## config.mk

```make
export PLATFORM = sky130hd
export DESIGN_NAME = spi_rom_burst_reader
export DESIGN_NICKNAME = d
export VERILOG_FILES = /design/src/rtl/spi_rom_burst_reader.sv
export SDC_FILE = /design/constraint.sdc
export NUM_CORES = 1
export LEC_CHECK = 0
export CAP_MARGIN = 10
export CORE_MARGIN = 5
export CORE_UTILIZATION = 35
export CTS_CLUSTER_SIZE = 24
export DETAILED_ROUTE_END_ITERATION = 8
export PLACE_DENSITY = 0.65
export SYNTH_ARGS = -nofsm -noshare
export SYNTH_HDL_FRONTEND = slang
export SYNTH_SLANG_ARGS = --single-unit
```

## constraint.sdc

```tcl
create_clock -name clk -period 2.6 [get_ports clk]
set_clock_uncertainty 0.05 [all_clocks]
set_input_delay 0.39 -clock clk [delete_from_list [all_inputs] [get_ports clk]]
set_output_delay 0.39 -clock clk [all_outputs]
set_load 0.02 [all_outputs]
```

## src/rtl/spi_rom_burst_reader.sv

```systemverilog
// spi_rom_burst_reader
// Burst reader for a serial NOR flash. A start request sends the read opcode
// and the address MSB first on io[0]. In quad mode it then runs DUMMY_CLKS
// turnaround clocks. Finally it streams BURST_BYTES bytes back, either 1 bit
// per SCLK on io[1] (single Read) or 4 bits per SCLK on io[3:0] (Quad Output
// Fast Read).
//
// Parameters:
//   ADDR_W      24 or 32 (32 selects the 4-byte-address opcodes 0x13/0x6C)
//   BURST_BYTES 1..256 bytes per transaction
//   DUMMY_CLKS  0..15 turnaround SCLKs (quad mode only)
//
// Ports:
//   clk, reset          system clock, synchronous active-high reset
//   start, addr, quad   request; addr and quad are captured with start
//   busy                transaction in flight (low in the final-byte cycle)
//   data_out/data_valid received byte and its one-cycle strobe
//   done                pulses together with the final byte's strobe
//   spi_cs              chip select, active high
//   spi_sclk            serial clock (one SCLK period = 2 clk cycles)
//   spi_out0, spi_dir0  io[0] output value and direction (1 = input)
//   spi_in              {io3,io2,io1,io0} from the pads
//   data_ready          (only with SPI_ROM_STALL_EN) consumer back-pressure
//
// Optional feature macro: SPI_ROM_STALL_EN. When it is defined, a byte whose
// strobe meets data_ready=0 keeps data_valid high and data_out unchanged.
// While the byte is held, SCLK stays low and cs stays asserted. The final byte
// ends the transaction at once and is never held.
module spi_rom_burst_reader #(
  parameter int ADDR_W      = 24,
  parameter int BURST_BYTES = 16,
  parameter int DUMMY_CLKS  = 8
) (
  input  logic              clk,
  input  logic              reset,
  input  logic              start,
  input  logic [ADDR_W-1:0] addr,
  input  logic              quad,
`ifdef SPI_ROM_STALL_EN
  input  logic              data_ready,
`endif
  output logic              busy,
  output logic [7:0]        data_out,
  output logic              data_valid,
  output logic              done,
  output logic              spi_cs,
  output logic              spi_sclk,
  output logic              spi_out0,
  output logic              spi_dir0,
  input  logic [3:0]        spi_in
);

  localparam int          FRAME_W   = 8 + ADDR_W;
  localparam logic [7:0]  OP_SINGLE = (ADDR_W == 32) ? 8'h13 : 8'h03;
  localparam logic [7:0]  OP_QUAD   = (ADDR_W == 32) ? 8'h6C : 8'h6B;
  localparam logic [7:0]  LAST_BYTE = 8'(BURST_BYTES - 1);

  typedef enum logic [2:0] {
    ST_IDLE,
    ST_CMD,
    ST_ADDR,
    ST_DUMMY,
    ST_DATA
  } state_t;

  state_t               state_reg;
  logic                 sclk_reg;
  logic                 cs_reg;
  logic                 busy_reg;
  logic                 dir0_reg;
  logic                 out0_reg;
  logic                 quad_reg;
  logic [FRAME_W-1:0]   frame_reg;     // opcode + address, shifted out MSB first
  logic [5:0]           cnt_reg;       // SCLKs left in the current phase/byte
  logic [7:0]           byte_cnt_reg;  // bytes left after the current one
  logic [7:0]           rx_reg;
  logic [7:0]           data_out_reg;
  logic                 valid_reg;
  logic                 done_reg;

  logic [7:0]           rx_shift;
  logic                 hold;

  // Next receive shift value at a sampling edge: one nibble in quad mode
  // (high nibble first), otherwise one bit from io[1].
  always_comb begin
    rx_shift = quad_reg ? {rx_reg[3:0], spi_in} : {rx_reg[6:0], spi_in[1]};
  end

`ifdef SPI_ROM_STALL_EN
  assign hold = valid_reg && !data_ready;
`else
  assign hold = 1'b0;
`endif

  always_ff @(posedge clk) begin
    if (reset) begin
      state_reg    <= ST_IDLE;
      sclk_reg     <= 1'b0;
      cs_reg       <= 1'b0;
      busy_reg     <= 1'b0;
      dir0_reg     <= 1'b0;
      out0_reg     <= 1'b0;
      quad_reg     <= 1'b0;
      frame_reg    <= '0;
      cnt_reg      <= '0;
      byte_cnt_reg <= '0;
      rx_reg       <= '0;
      data_out_reg <= '0;
      valid_reg    <= 1'b0;
      done_reg     <= 1'b0;
    end else begin
      valid_reg <= 1'b0;
      done_reg  <= 1'b0;
      case (state_reg)
        ST_IDLE: begin
          sclk_reg <= 1'b0;
          if (start) begin
            state_reg    <= ST_CMD;
            cs_reg       <= 1'b1;
            busy_reg     <= 1'b1;
            dir0_reg     <= 1'b0;
            quad_reg     <= quad;
            frame_reg    <= {(quad ? OP_QUAD : OP_SINGLE), addr};
            out0_reg     <= quad ? OP_QUAD[7] : OP_SINGLE[7];
            cnt_reg      <= 6'd7;
            byte_cnt_reg <= LAST_BYTE;
          end
        end

        ST_CMD, ST_ADDR: begin
          sclk_reg <= ~sclk_reg;
          // End of a high half: present the next bit for the coming low half.
          if (sclk_reg) begin
            frame_reg <= frame_reg << 1;
            out0_reg  <= frame_reg[FRAME_W-2];
            cnt_reg   <= cnt_reg - 6'd1;
            if (cnt_reg == '0) begin
              if (state_reg == ST_CMD) begin
                state_reg <= ST_ADDR;
                cnt_reg   <= 6'(ADDR_W - 1);
              end else begin
                out0_reg <= 1'b0;
                dir0_reg <= quad_reg;
                if (quad_reg && (DUMMY_CLKS > 0)) begin
                  state_reg <= ST_DUMMY;
                  cnt_reg   <= 6'(DUMMY_CLKS - 1);
                end else begin
                  state_reg <= ST_DATA;
                  cnt_reg   <= quad_reg ? 6'd1 : 6'd7;
                end
              end
            end
          end
        end

        ST_DUMMY: begin
          sclk_reg <= ~sclk_reg;
          if (sclk_reg) begin
            cnt_reg <= cnt_reg - 6'd1;
            if (cnt_reg == '0) begin
              state_reg <= ST_DATA;
              cnt_reg   <= 6'd1;
            end
          end
        end

        ST_DATA: begin
          if (!sclk_reg) begin
            // A held byte keeps its strobe and freezes SCLK low; the low half
            // resumes in the cycle data_ready is seen high.
            if (hold) begin
              valid_reg <= 1'b1;
            end else begin
              sclk_reg <= 1'b1;
            end
          end else begin
            sclk_reg <= 1'b0;
            rx_reg   <= rx_shift;
            cnt_reg  <= cnt_reg - 6'd1;
            if (cnt_reg == '0) begin
              data_out_reg <= rx_shift;
              valid_reg    <= 1'b1;
              cnt_reg      <= quad_reg ? 6'd1 : 6'd7;
              if (byte_cnt_reg == '0) begin
                // Final byte: drop the bus in the strobe cycle so a new start
                // can be accepted immediately.
                state_reg <= ST_IDLE;
                done_reg  <= 1'b1;
                cs_reg    <= 1'b0;
                busy_reg  <= 1'b0;
                dir0_reg  <= 1'b0;
              end else begin
                byte_cnt_reg <= byte_cnt_reg - 8'd1;
              end
            end
          end
        end

        default: begin
          state_reg <= ST_IDLE;
          sclk_reg  <= 1'b0;
          cs_reg    <= 1'b0;
          busy_reg  <= 1'b0;
          dir0_reg  <= 1'b0;
        end
      endcase
    end
  end

  assign busy       = busy_reg;
  assign data_out   = data_out_reg;
  assign data_valid = valid_reg;
  assign done       = done_reg;
  assign spi_cs     = cs_reg;
  assign spi_sclk   = sclk_reg;
  assign spi_out0   = out0_reg;
  assign spi_dir0   = dir0_reg;

endmodule

```

==> flow_summary.json, run 1 <==
{
  "groute.usage.overall_pct": 13.4,
  "ios": 47,
  "num_rows": 36,
  "critPathMaxFanout": 16,
  "ys_ff_latch": 70,
  "r2r_setup_slack_ns": 0.40,
  "worstPathCellList": "inv_1, ha_1, nor2b_1, and3_1, nor2_1, a211oi_1",
  "yosysWarnings": 0,
  "drtIter0Drc": 173,
  "crit_path_end_kind": "register",
  "hp-start": "frame_reg[28]",
  "power.total_mw": 3.70,
  "cts_tree": "built",
  "r2r-start": "cnt_reg[0]",
  "synth_largest_area_cell": "dfxtp_1",
  "critical_path_class": "register to register",
  "fp.dieH_um": 111,
  "largest_reg_flops": 31,
  "htreeDepth": 3,
  "start_kind": "register",
  "cts.clk_slew.worst_paths_ns": 0.08,
  "area_delta_synth_final_pct": 21.5,
  "routedWlPerCell_um": 14.6,
  "status": "finished, final reports clean",
  "worstPathBufferInverterCount": 1,
  "tightest_slew_ns": 0.613,
  "dieArea_um2": 12200,
  "start_util_pct": 36.1,
  "fin_crit_ns": 2.20,
  "grt_pass1_vias": 2887,
  "cts_buffer_depth": 2,
  "drtAntennaViolNets": 0,
  "crit_path_end": "data_out[1]",
  "clock-sinks": 70,
  "finalHoldViolCount": 0,
  "antenna_found_initial": 0,
  "slew_viol_final": 0,
  "relSlewSlack_pct": 58.8,
  "placed_area_um2": 4120,
  "port_buffers": 46,
  "ys_types": 61,
  "async_reset_ff_share_pct": 0,
  "die_w_um": 111,
  "cts_resized": 0,
  "rsz0062_at_grt": "false",
  "dp_worst_setup_slack_ns": 0.353,
  "viasPerCell": 5.31,
  "slowest_delay_ns": 0.61,
  "dr.pass1.iters": 4,
  "drv_cap": 0,
  "cts-root-buf": "clkbuf_8",
  "place_congestion": 0.847,
  "drive_above_1_share_pct": 12.3,
  "reg2reg_depth": 6,
  "grt_pass1_wl_um": 14000,
  "core-area_um2": 9820,
  "clk_latency_ns": 0.34,
  "grt_max_degree": 60,
  "worst-path-stages": 6,
  "finalSetupViolCount": 0,
  "yosysSeqAreaShare_pct": 39.5,
  "place_hpwl_um": 5640,
  "hp-class": "register to register",
  "crit_path_start": "cnt_reg[0]",
  "post-cts-setup-buffer-count": 0,
  "fin_crit_sh_pct": 84.7,
  "cts_made_buffers": 9,
  "arrival_ns": 2.40,
  "stdcell_area_um2": 4310,
  "vias": 2946,
  "slowest_stage": "and3_1",
  "synth_edf_count": 0,
  "syn_area_um2": 3540,
  "p_leak_nw": 1.46,
  "avgSynthCellArea_um2": 9.35,
  "whs_ns": 0.410,
  "synth.top_cells.by_area": "dfxtp_1 (40%), mux2i_1 (11%), a211oi_1 (8.0%)",
  "synth_cells": 379,
  "antenna_cells": 0,
  "globalRouteOverflowTotal": 0,
  "nets": 453,
  "postCtsHoldBufs": 0,
  "route.detailed.drc": 0,
  "reg2reg_to": "data_out[1]",
  "synth_ff_type": "dfxtp_1",
  "critPathTopFamily": "simple AND/OR/NAND/NOR gates",
  "timing.fmax_ghz": 0.454,
  "synth_top_area_share_pct": 39.5,
  "wirelength_um": 8100,
  "hold_depth": 2,
  "power_density_nw_per_um2": 858,
  "vdd_ir_drop_max_v": 0.000346,
  "synth_nets": 415,
  "fin_ws_ns": 0.397,
  "setup_tns_ns": 0,
  "worstPathRequired_ns": 2.80
}
[worst min path at each step]
stage	slack (ns)	endpoint
after floorplan	0.38	frame_reg[26]
after global placement	0.39	frame_reg[26]
after detailed placement	0.40	frame_reg[28]
after CTS	0.41	frame_reg[28]
after global routing	0.44	frame_reg[28]
final	0.41	frame_reg[28]
[cells in the mapped netlist (2+ instances only)]
cell	n
dfxtp_1	70
nor2_1	53
mux2i_1	39
a211oi_1	38
nand2_1	15
clkbuf_1	12
a21oi_1	11
inv_1	10
a211oi_2	8
buf_2	8
o21ai_0	7
nor3_1	6
o31ai_1	6
buf_4	5
nand3_1	5
nand4_1	5
nor2b_1	5
a311oi_1	4
ha_1	4
or3_1	4
and3_1	3
buf_6	3
nor3b_1	3
o2111ai_1	3
or3b_2	3
or4_1	3
a21boi_0	2
a41oi_1	2
clkbuf_2	2
nand2b_1	2
nor4_1	2
nor4b_1	2
o211ai_1	2
o311ai_0	2
o41ai_1	2
or2_2	2
xnor2_1	2
[worst register-to-register path: stages (launching register included)]
cell and delay [ns]:
dfxtp_1 0.37, inv_1 0.12, ha_1 0.21, nor2b_1 0.44, and3_1 0.61, nor2_1 0.09
a211oi_1 0.24
[cell usage in the layout, fill, tap and decap left out, types with 4 or more instances in the layout]
cell,count
nand3_1,5
dfxtp_1,70
clkbuf_8,10
o21ai_0,7
nor2b_1,5
a211oi_1,38
buf_4,9
nor2_1,53
a21oi_1,11
inv_1,10
o31ai_1,6
nand4_1,5
mux2i_1,39
a211oi_2,8
a311oi_1,4
nand2_1,15
or3_1,4
clkdlybuf4s50_1,45
ha_1,4
nor3_1,6
[cell type report]
class,count,area (um2)
Clock buffer,10,138
Clock inverter,6,45.0
Fill cell,992,5510
Inverter,11,41.3
Multi-Input combinational cell,268,1950
Sequential cell,70,1400
Tap cell,133,166
Timing Repair Buffer,57,563
[report_power, final]
group | internal [mW] | leakage, nW | total [mW] | switching [mW]
combinational | 0.639 | 0.799 | 1.44 | 0.804
sequential | 1.27 | 0.574 | 1.44 | 0.177
clock | 0.375 | 0.0849 | 0.810 | 0.435
total | 2.28 | 1.46 | 3.70 | 1.42
[stage by stage]
step	cells	utilization, %
final	555	43.8
after global placement	539	42.0
after detailed placement	539	42.0
after floorplan	379	-
after CTS	555	43.8
after global routing	555	43.8
[layer usage]
metal / vias up / global-route usage (%) / share of wire, %
met5: - / 0 / 0
li1: 1500 / - / -
met2: 56 / 21.4 / 46
met3: 7 / 3.67 / 3.7
met1: 1383 / 17.5 / 49
met4: 0 / 4.27 / 1.3
[logic make-up after synthesis]
family / after synthesis / synth area share, %
AO/OA/AOI/OAI: 100 / 22.8
flip-flops: 70 / 39.5
multiplexers: 40 / 11.3
adder cells (fa/ha/maj): 4 / 1.41
buffers and inverters: 41 / 5.86
AND/OR/NAND/NOR: 121 / 18.1
XOR/XNOR: 3 / 0.953
No activity file was read; power rests on OpenSTA's default activity.
==> run 2, diff against run 1 <==
--- a/config.mk
+++ b/config.mk
@@ -10,7 +10,7 @@
 export CORE_UTILIZATION = 35
 export CTS_CLUSTER_SIZE = 24
 export DETAILED_ROUTE_END_ITERATION = 8
-export PLACE_DENSITY = 0.65
+export PLACE_DENSITY = 0.67
 export SYNTH_ARGS = -nofsm -noshare
 export SYNTH_HDL_FRONTEND = slang
 export SYNTH_SLANG_ARGS = --single-unit
==> constraint.sdc (replaced) <==
create_clock -name clk -period 1.92 [get_ports clk]
set_clock_uncertainty 0.05 [all_clocks]
set_input_delay 0.288 -clock clk [delete_from_list [all_inputs] [get_ports clk]]
set_output_delay 0.288 -clock clk [all_outputs]
set_load 0.02 [all_outputs]
==> run 2 against run 1 <==
Net effect:
- die area unchanged
- non-clock buffer count up 39
- global-route usage up 1.1 points
- final area up 9.2%
- core utilization up 4.0 points
- power up 55%
- setup slack worse by 0.35 ns
- critical path depth down 2
- first-iteration DRC count down 13%
- critical path type unchanged
==> flow_summary.json, run 2 (same netlist as run 1, synthesis figures left out) <==
{
  "wirelength_um": 8670,
  "p_int_mw": 3.65,
  "dr.pass1.iters": 6,
  "cts.clk_slew.worst_paths_ns": 0.08,
  "whs_ns": 0.293,
  "worstPathRequired_ns": 2.10,
  "grt_pass1_wl_um": 15100,
  "die_w_um": 111,
  "cts_tree": "built",
  "dpl.cell_count": 576,
  "start_kind": "register",
  "fin_crit_sh_pct": 97.5,
  "start_util_pct": 36.1,
  "final_common_cell": "dfxtp_1",
  "arrival_ns": 2.06,
  "setup_tns_ns": 0,
  "globalRouteOverflowTotal": 0,
  "largest_reg_flops": 31,
  "layout_common_cells": "dfxtp_1 (70), nor2_1 (53), clkdlybuf4s50_1 (45), buf_4 (45), mux2i_1 (39)",
  "fp.dieH_um": 111,
  "hp-class": "input port to register",
  "dieArea_um2": 12200,
  "drive_above_1_share_pct": 20.2,
  "postCtsHoldBufs": 0,
  "groute.usage.overall_pct": 14.4,
  "port_buffers": 46,
  "switching_share_pct": 36.1,
  "fin_crit_ns": 1.87,
  "drtAntennaViolNets": 0,
  "critPathMaxFanout": 3,
  "p_leak_nw": 1.69,
  "crit_path_end_kind": "register",
  "cts-root-buf": "clkbuf_8",
  "rsz0062_at_grt": "true",
  "drv_cap": 0,
  "antenna_cells": 0,
  "final_util_pct": 47.9,
  "area_delta_synth_final_pct": 32.6,
  "ios": 47,
  "antenna_found_initial": 0,
  "relSlewSlack_pct": 69.2,
  "cts_buffer_depth": 2,
  "clock-sinks": 70,
  "placed_area_um2": 4440,
  "clk_latency_ns": 0.35,
  "fin_ws_ns": 0.0481,
  "grt_pass1_vias": 3179,
  "power_frac_seq_pct": 33.2,
  "critical_path_class": "register to register",
  "finalSetupViolCount": 0,
  "fin_cells": 594,
  "viasPerCell": 5.25,
  "timing.fmax_ghz": 0.534,
  "nets": 492,
  "route.detailed.drc": 0,
  "htreeDepth": 3,
  "drtIter0Drc": 151,
  "place_congestion": 0.912,
  "slew_viol_final": 0,
  "p_switching_mw": 2.06,
  "grt_max_degree": 36,
  "stdcell_area_um2": 4700,
  "num_rows": 36,
  "pwr-share-clk_pct": 24.3,
  "vias": 3119,
  "power_density_nw_per_um2": 1220,
  "vdd_ir_drop_max_v": 0.000626,
  "finalHoldViolCount": 0,
  "core-area_um2": 9820,
  "dp_worst_setup_slack_ns": -0.110,
  "cts_made_buffers": 9,
  "place_hpwl_um": 6220,
  "tightest_slew_ns": 0.458,
  "power.total_mw": 5.72,
  "status": "finished, final reports clean",
  "pwr-share-comb_pct": 42.5,
  "routedWlPerCell_um": 14.6
}
run 2: cell count changes in the layout (fill, tap and decap cells not counted), moves of 2 or more:
cell	before	now
buf_4	9	45
clkinvlp_4	3	1
buf_12	2	5
bufinv_16	0	2
run 2: what timing repair did:
item,in CTS,in global routing
endpoints found under the setup margin,1,10
pin swaps,0,2
setup buffers,0,2
gates resized for setup,1,4
run 2: worst paths after layout:
kind	slack [ns]	cells after the start	from	to
worst max register to register	0.05	4	cnt_reg[2]	state_reg[0]
worst max-delay path	0.05	4	cnt_reg[2]	state_reg[0]
worst min register to register	0.40	2	frame_reg[26]	frame_reg[26]
worst min-delay path	0.29	3	reset	state_reg[0]
run 2: worst max-delay path, cell delays in order, from the launching register on:
cell,delay (ns)
dfxtp_1,0.35
or3_4,0.40
o311ai_1,0.27
nor3b_2,0.34
mux2_1,0.35
run 2: power groups by stage:
stage	clock network [mW]	logic, mW	registers [mW]
6_report	1.39	2.43	1.90
5_1_grt	1.49	2.67	1.94
4_1_cts	1.43	2.42	1.90
3_5_place_dp	0	2.38	1.93
3_3_place_gp	0	2.35	1.92
2_1_floorplan	0	1.60	1.89
run 2: layer usage:
| layer | global-route usage, % | part of all wire (%) |
|---|---|---|
| met3 | 3.50 | 3.6 |
| met1 | 18.0 | 46 |
| met5 | 0 | 0 |
| met4 | 5.34 | 1.7 |
| met2 | 24.2 | 49 |
run 2: layout make-up:
type / count / area, um2
flip-flops and latches: 70 / 1400
fillers: 957 / 5120
multi-input cells: 268 / 1970
clock inverters: 7 / 105
clock buffers: 9 / 124
repair buffers: 96 / 893
well taps: 133 / 166
inverters: 11 / 41.3
==> run 3, diff against run 2 <==
--- a/config.mk
+++ b/config.mk
@@ -8,6 +8,7 @@
 export CAP_MARGIN = 10
 export CORE_MARGIN = 5
 export CORE_UTILIZATION = 35
+export CTS_BUF_LIST = sky130_fd_sc_hd__clkbuf_2
 export CTS_CLUSTER_SIZE = 24
 export DETAILED_ROUTE_END_ITERATION = 8
 export PLACE_DENSITY = 0.67
==> run 3 against run 2 <==
Net effect:
- critical path depth did not move
- wire length fell by 1.0%
- sequential share of layout area rose by 0.18 points
- die area did not move
- sequential cell count did not move
- setup slack barely moved
- critical endpoint unchanged
==> flow_summary.json, run 3 (same netlist as run 1, synthesis figures left out) <==
{
  "grt_pass1_wl_um": 14900,
  "status": "finished, final reports clean",
  "fin_crit_sh_pct": 97.5,
  "setup_tns_ns": 0,
  "drtIter0Drc": 118,
  "area_delta_synth_final_pct": 32.1,
  "clk_latency_ns": 0.52,
  "worstPathBufferInverterCount": 0,
  "rsz0062_at_grt": "true",
  "worstPathCellList": "or3_4, o311ai_1, nor3b_2, mux2_1",
  "vias": 3119,
  "start_util_pct": 36.1,
  "wirelength_um": 8580,
  "relSlewSlack_pct": 67.9,
  "start_kind": "register",
  "clock-sinks": 70,
  "grt_pass1_vias": 3151,
  "crit_path_end_kind": "register",
  "groute.usage.overall_pct": 14.4,
  "n_fill_cell": 961,
  "postCtsHoldBufs": 0,
  "dp_worst_setup_slack_ns": -0.110,
  "grt_max_degree": 36,
  "cts_made_buffers": 9,
  "htreeDepth": 3,
  "viasPerCell": 5.25,
  "drv_cap": 0,
  "placed_area_um2": 4440,
  "antenna_cells": 0,
  "layout_common_cells": "dfxtp_1 (67), nor2_1 (53), buf_4 (44), mux2i_1 (39), a211oi_1 (37)",
  "vdd_ir_drop_max_v": 0.000432,
  "final_common_cell": "dfxtp_1",
  "fp.dieH_um": 111,
  "place_hpwl_um": 6220,
  "cts-root-buf": "clkbuf_2",
  "p_leak_nw": 1.84,
  "dr.pass1.iters": 4,
  "num_rows": 36,
  "timing.fmax_ghz": 0.534,
  "finalHoldViolCount": 0,
  "power_density_nw_per_um2": 1160,
  "hp-class": "input port to register",
  "slowest_delay_ns": 0.40,
  "fin_ws_ns": 0.0477,
  "fin_crit_ns": 1.87,
  "globalRouteOverflowTotal": 0,
  "drive_above_1_share_pct": 21.3,
  "cts.clk_slew.worst_paths_ns": 0.23,
  "routedWlPerCell_um": 14.4,
  "die_w_um": 111,
  "port_buffers": 46,
  "critical_path_class": "register to register",
  "cts_buffer_depth": 2,
  "route.detailed.drc": 0,
  "critPathMaxFanout": 3,
  "ios": 47,
  "drtAntennaViolNets": 0,
  "regArea_um2": 1410,
  "core-area_um2": 9820,
  "dieArea_um2": 12200,
  "arrival_ns": 2.23,
  "stdcell_area_um2": 4680,
  "worstPathRequired_ns": 2.28,
  "largest_reg_flops": 31,
  "finalSetupViolCount": 0,
  "slew_viol_final": 0,
  "nets": 492,
  "place_congestion": 0.912,
  "multi_input_area_um2": 2010,
  "cts_tree": "built",
  "antenna_found_initial": 0,
  "critPathTopFamily": "simple AND/OR/NAND/NOR gates",
  "tightest_slew_ns": 0.478,
  "slowest_stage": "dfxtp_1"
}
[run 3: cell count changes in the layout (fill, tap and decap cells not counted), sizes merged]
cell / previous run / this run
dlymetal6s2s: 0 / 7
clkdlybuf4s50: 45 / 31
dlygate4sd2: 0 / 7
[run 3: per-layer routing]
| metal | part of all wire [%] | track usage [%] | up-vias |
|---|---|---|---|
| li1 | - | - | 1580 |
| met2 | 49 | 23.7 | 78 |
| met4 | 1.2 | 5.99 | 0 |
| met1 | 46 | 17.8 | 1453 |
| met5 | 0 | 0 | - |
| met3 | 3.7 | 3.56 | 8 |
[run 3: what timing repair did]
| item | in CTS | in global routing |
|---|---|---|
| pin swaps | 1 | 5 |
| buffers inserted | 1 | 1 |
| gates resized for setup | 10 | 19 |
| setup endpoints to repair | 8 | 23 |
| endpoints found under the hold margin | 0 | 0 |
[run 3: area by class of cell]
cell class	instances	share of cell area [%]
well taps	133	3.55
clock buffers	9	0.962
clock inverters	7	2.24
multi-input cells	268	42.8
inverters	11	0.882
repair buffers	96	19.5
flip-flops and latches	70	30.0
[run 3: worst paths after layout]
path / startpoint / to / slack [ns] / cells past startpoint
max: cnt_reg[3] / state_reg[0] / 0.05 / 4
max reg2reg: cnt_reg[3] / state_reg[0] / 0.05 / 4
min reg2reg: spi_out0 / spi_out0 / 0.42 / 2
min: reset / state_reg[2] / 0.12 / 3
[run 3: tightest hold or removal path, stage by stage]
cell and delay [ns]:
buf_2 0.16, or4_1 0.13, mux2i_1 0.06
[run 3: power breakdown]
| group | leakage, nW | switching, mW | internal, mW | total (mW) |
|---|---|---|---|---|
| Combinational | 1.18 | 1.26 | 1.20 | 2.46 |
| Sequential | 0.575 | 0.185 | 1.72 | 1.90 |
| Clock | 0.0850 | 0.607 | 0.452 | 1.06 |
| Total | 1.84 | 2.05 | 3.37 | 5.42 |
[run 3: stage by stage]
step / total power, mW / cells / utilization (%) / hold slack [ns]
floorplan: 3.49 / 379 / - / 0.374
global placement: 4.27 / 576 / 45.2 / 0.390
detailed placement: 4.31 / 576 / 45.2 / 0.395
CTS: 5.40 / 593 / 46.9 / 0.0562
global route: 5.80 / 594 / 47.7 / 0.0823
finish: 5.42 / 594 / 47.7 / 0.119
==> RTL edit 1 (settings of run 1) <==
`ADDR_W`: 24 -> 16. Comments in the files are not updated.
--- a/src/rtl/spi_rom_burst_reader.sv
+++ b/src/rtl/spi_rom_burst_reader.sv
@@ -29,3 +29,3 @@
 module spi_rom_burst_reader #(
-  parameter int ADDR_W      = 24,
+  parameter int ADDR_W      = 16,
   parameter int BURST_BYTES = 16,
Ports: changed (resized addr); port bits go from 47 to 39. The function was not compared with the original's and may differ.
==> RTL edit 1 against run 1 <==
  * Wire length shrank 13%
  * Synthesized cell count down 9.5%
  * Via count is 11% lower
  * Final area down 14%
  * Worst setup slack better by 0.049 ns
  * Combinational power up 13%
  * Area after synthesis shrank 15%
  * Sequential cell count shrank 8
  * Non-clock buffer count down 9
  * Total power rose by 6.0%
  * Largest cell class unchanged
  * Highest routed layer unchanged
==> RTL edit 1: results (changes against run 1) <==
[finish]
largest_reg_flops = 23  ; -26%
finalNetCount = 406  ; -10%
layout-drive-gt1-share_pct = 9.66  ; -2.7 points

[detailed_routing]
met2_length_mm = 3.22  ; -14%
wl_met3_um = 374  ; +25%
via_per_inst = 5.39  ; +1.5%

[power]
p_int_w = 0.00240  ; +5.1%
p_clk_w = 0.000921  ; +14%
sequentialPowerShare_pct = 34.9  ; -4.2 points
p_leak_nw = 1.27  ; -13%

[worst_hold_path]
hp-start = frame_reg[15]$_SDFFE_PP0P_

[placed_design]
place_congestion = 0.840  ; -0.81%
io_buffer_count = 38  ; -17%

[synthesis]
yosysSeqAreaShare_pct = 41.1  ; +1.5 points
synthTopCellsByCount = dfxtp_1, nor2_1, a211oi_1, mux2i_1, a21oi_1
synthesis.nets = 371  ; -11%

[global_routing]
grt_pass1_vias = 2588  ; -10%
met3_usage_pct = 3.99  ; +0.33 points

[status]
status = complete, no violations

[timing]
worstMarginPinSlew_ns = 0.603  ; -0.0100 ns

[worst_setup_path]
crit_arrival_ns = 2.35  ; -0.05 ns
cp_slowest_cell = nor3_4
reg2reg_from = cnt_reg[2]$_SDFFE_PP0P_
r2r_slack_ns = 0.45  ; +0.05 ns
r2r_cells = 5  ; -1

[RTL edit 1: cell type report]
type | instances | share of cell area, %
Inverter | 11 | 1.11
Timing Repair Buffer | 48 | 12.5
Clock inverter | 6 | 2.32
Clock buffer | 10 | 3.44
Sequential cell | 62 | 33.4
Tap cell | 105 | 3.54
Multi-Input combinational cell | 246 | 43.7
[RTL edit 1: stage by stage]
step	setup slack (ns)	cells	hold WS [ns]	power, W	area (µm²)
after floorplan	0.800	343	0.392	0.00261	3020
after global placement	0.474	472	0.397	0.00298	3500
after detailed placement	0.390	472	0.410	0.00301	3500
after CTS	0.419	488	0.420	0.00394	3710
after global routing	0.219	488	0.450	0.00422	3710
final	0.446	488	0.415	0.00392	3710
[RTL edit 1: cells by family after synthesis]
logic type | share of synthesized area, %
mux | 9.61
flops | 41.1
xor+xnor | 0.290
compound gates | 23.4
simple gates | 18.8
buf+inv | 5.18
fa+ha+maj | 1.66
==> RTL edit 2 (settings of run 1) <==
Made on the original files. Make the reset (`reset`) asynchronous in one clocked block. Comments in the files are not updated.
--- a/src/rtl/spi_rom_burst_reader.sv
+++ b/src/rtl/spi_rom_burst_reader.sv
@@ -95,3 +95,3 @@
 
-  always_ff @(posedge clk) begin
+  always_ff @(posedge clk or posedge reset) begin
     if (reset) begin
Behaviour: differs if reset is asserted again (counterexample within 4 cycles, from zero or initial values and one cycle with reset high); with reset held inactive, the same outputs for 10 cycles.
==> RTL edit 2 against run 1 <==
  * Maximum frequency down 0.74%
  * Non-clock buffer count up 3
  * Wire length fell by 8.4%
  * Worst setup slack worse by 0.016 ns
  * Synthesized cell count shrank 6.9%
  * Worst hold slack worse by 0.084 ns
  * Area after synthesis is 2.3% lower
  * Sequential cell count unchanged
  * Final area grew 0.17%
Power is not compared: it rests on default switching activity, and its combinational part moved more than twofold at a synthesized area within 25%.
==> RTL edit 2: results (changes against run 1) <==
[global_routing]
track_usage_pct = 13.3  ; -0.046 points
grt_pass1_wl_mm = 12.8  ; -8.3%
grtUsageMet1_pct = 17.5  ; +0.046 points
gr-usage-met2_pct = 21.2  ; -0.13 points

[timing]
hold_slack_ns = 0.326  ; -0.0836 ns

[detailed_routing]
drtIter0Drc = 175  ; +1.2%
wl_per_cell_um = 13.8  ; -5.6%
met2_length_mm = 3.55  ; -4.7%
wl_met3_um = 382  ; +28%
wl_met1_mm = 3.40  ; -14%
via_per_inst = 5.07  ; -4.5%

[finish]
layout-drive-gt1-share_pct = 10.6  ; -1.7 points
fin_cells = 539  ; -2.9%
regArea_um2 = 1750  ; +25%
num-fill-cells = 947  ; -4.5%

[worst_setup_path]
reg2reg_from = state_reg[1]$_DFFE_PP0P_
worstReg2RegEnd = frame_reg[18]$_DFFE_PP0P_
r2r_cells = 5  ; -1
r2r_slack_ns = 0.38  ; -0.02 ns

[placed_design]
placed_area_um2 = 4130  ; +0.12%
place_congestion = 0.836  ; -1.3%
placed_cells = 523  ; -3.0%

[synthesis]
synthTopCellsByCount = dfrtp_1, nand2_1, o21ai_0, mux2i_1, nor2_1
yosysUniqueCellTypes = 53  ; -13%
ys_async_sr_fraction_pct = 100  ; +100 points
synth_area_per_cell_um2 = 9.81  ; +4.9%

[status]
status = complete, no violations

[worst_hold_path]
hold_class = input pin to asynchronous set/reset pin

-- RTL edit 2: area by class of cell --
class	instances	share of cell area, %
flip-flops and latches	70	40.6
multi-input cells	249	36.9
repair buffers	60	13.4
well taps	133	3.86
clock buffers	11	3.51
inverters	11	0.957
clock inverters	5	0.783
-- RTL edit 2: critical path: stages (launching register included) --
cell     delay (ns)
dfrtp_1        0.57
or4b_1         0.66
o31a_2         0.39
buf_4          0.29
nand2_1        0.06
o21ai_0        0.07
-- RTL edit 2: cells by family (layout without fill, tap and decap cells) --
group	after synthesis	after routing	synth area share (%)
adder cells (fa/ha/maj)	4	4	1.45
XOR/XNOR	3	3	0.759
AND/OR/NAND/NOR	114	114	16.9
buffers and inverters	34	87	3.94
multiplexers	38	38	11.1
flip-flops	70	70	50.6
AO/OA/AOI/OAI	90	90	15.3
-- RTL edit 2: power groups by stage --
stage                     clock network [W]  logic (W)  registers [W]
after floorplan                           0  0.0000441        0.00113
after global placement                    0   0.000113        0.00113
after detailed placement                  0   0.000115        0.00113
after CTS                          0.000849   0.000115        0.00111
after global routing               0.000892   0.000124        0.00112
final                              0.000816   0.000111        0.00111
-- RTL edit 2: how the worst max path moves through the flow --
stage | startpoint | end
2_1_floorplan | reset | busy$_DFFE_PP0P_
3_3_place_gp | start | frame_reg[23]$_DFFE_PP0P_
3_5_place_dp | start | frame_reg[18]$_DFFE_PP0P_
4_1_cts | state_reg[1]$_DFFE_PP0P_ | frame_reg[18]$_DFFE_PP0P_
5_1_grt | state_reg[1]$_DFFE_PP0P_ | frame_reg[19]$_DFFE_PP0P_
6_report | state_reg[1]$_DFFE_PP0P_ | frame_reg[18]$_DFFE_PP0P_
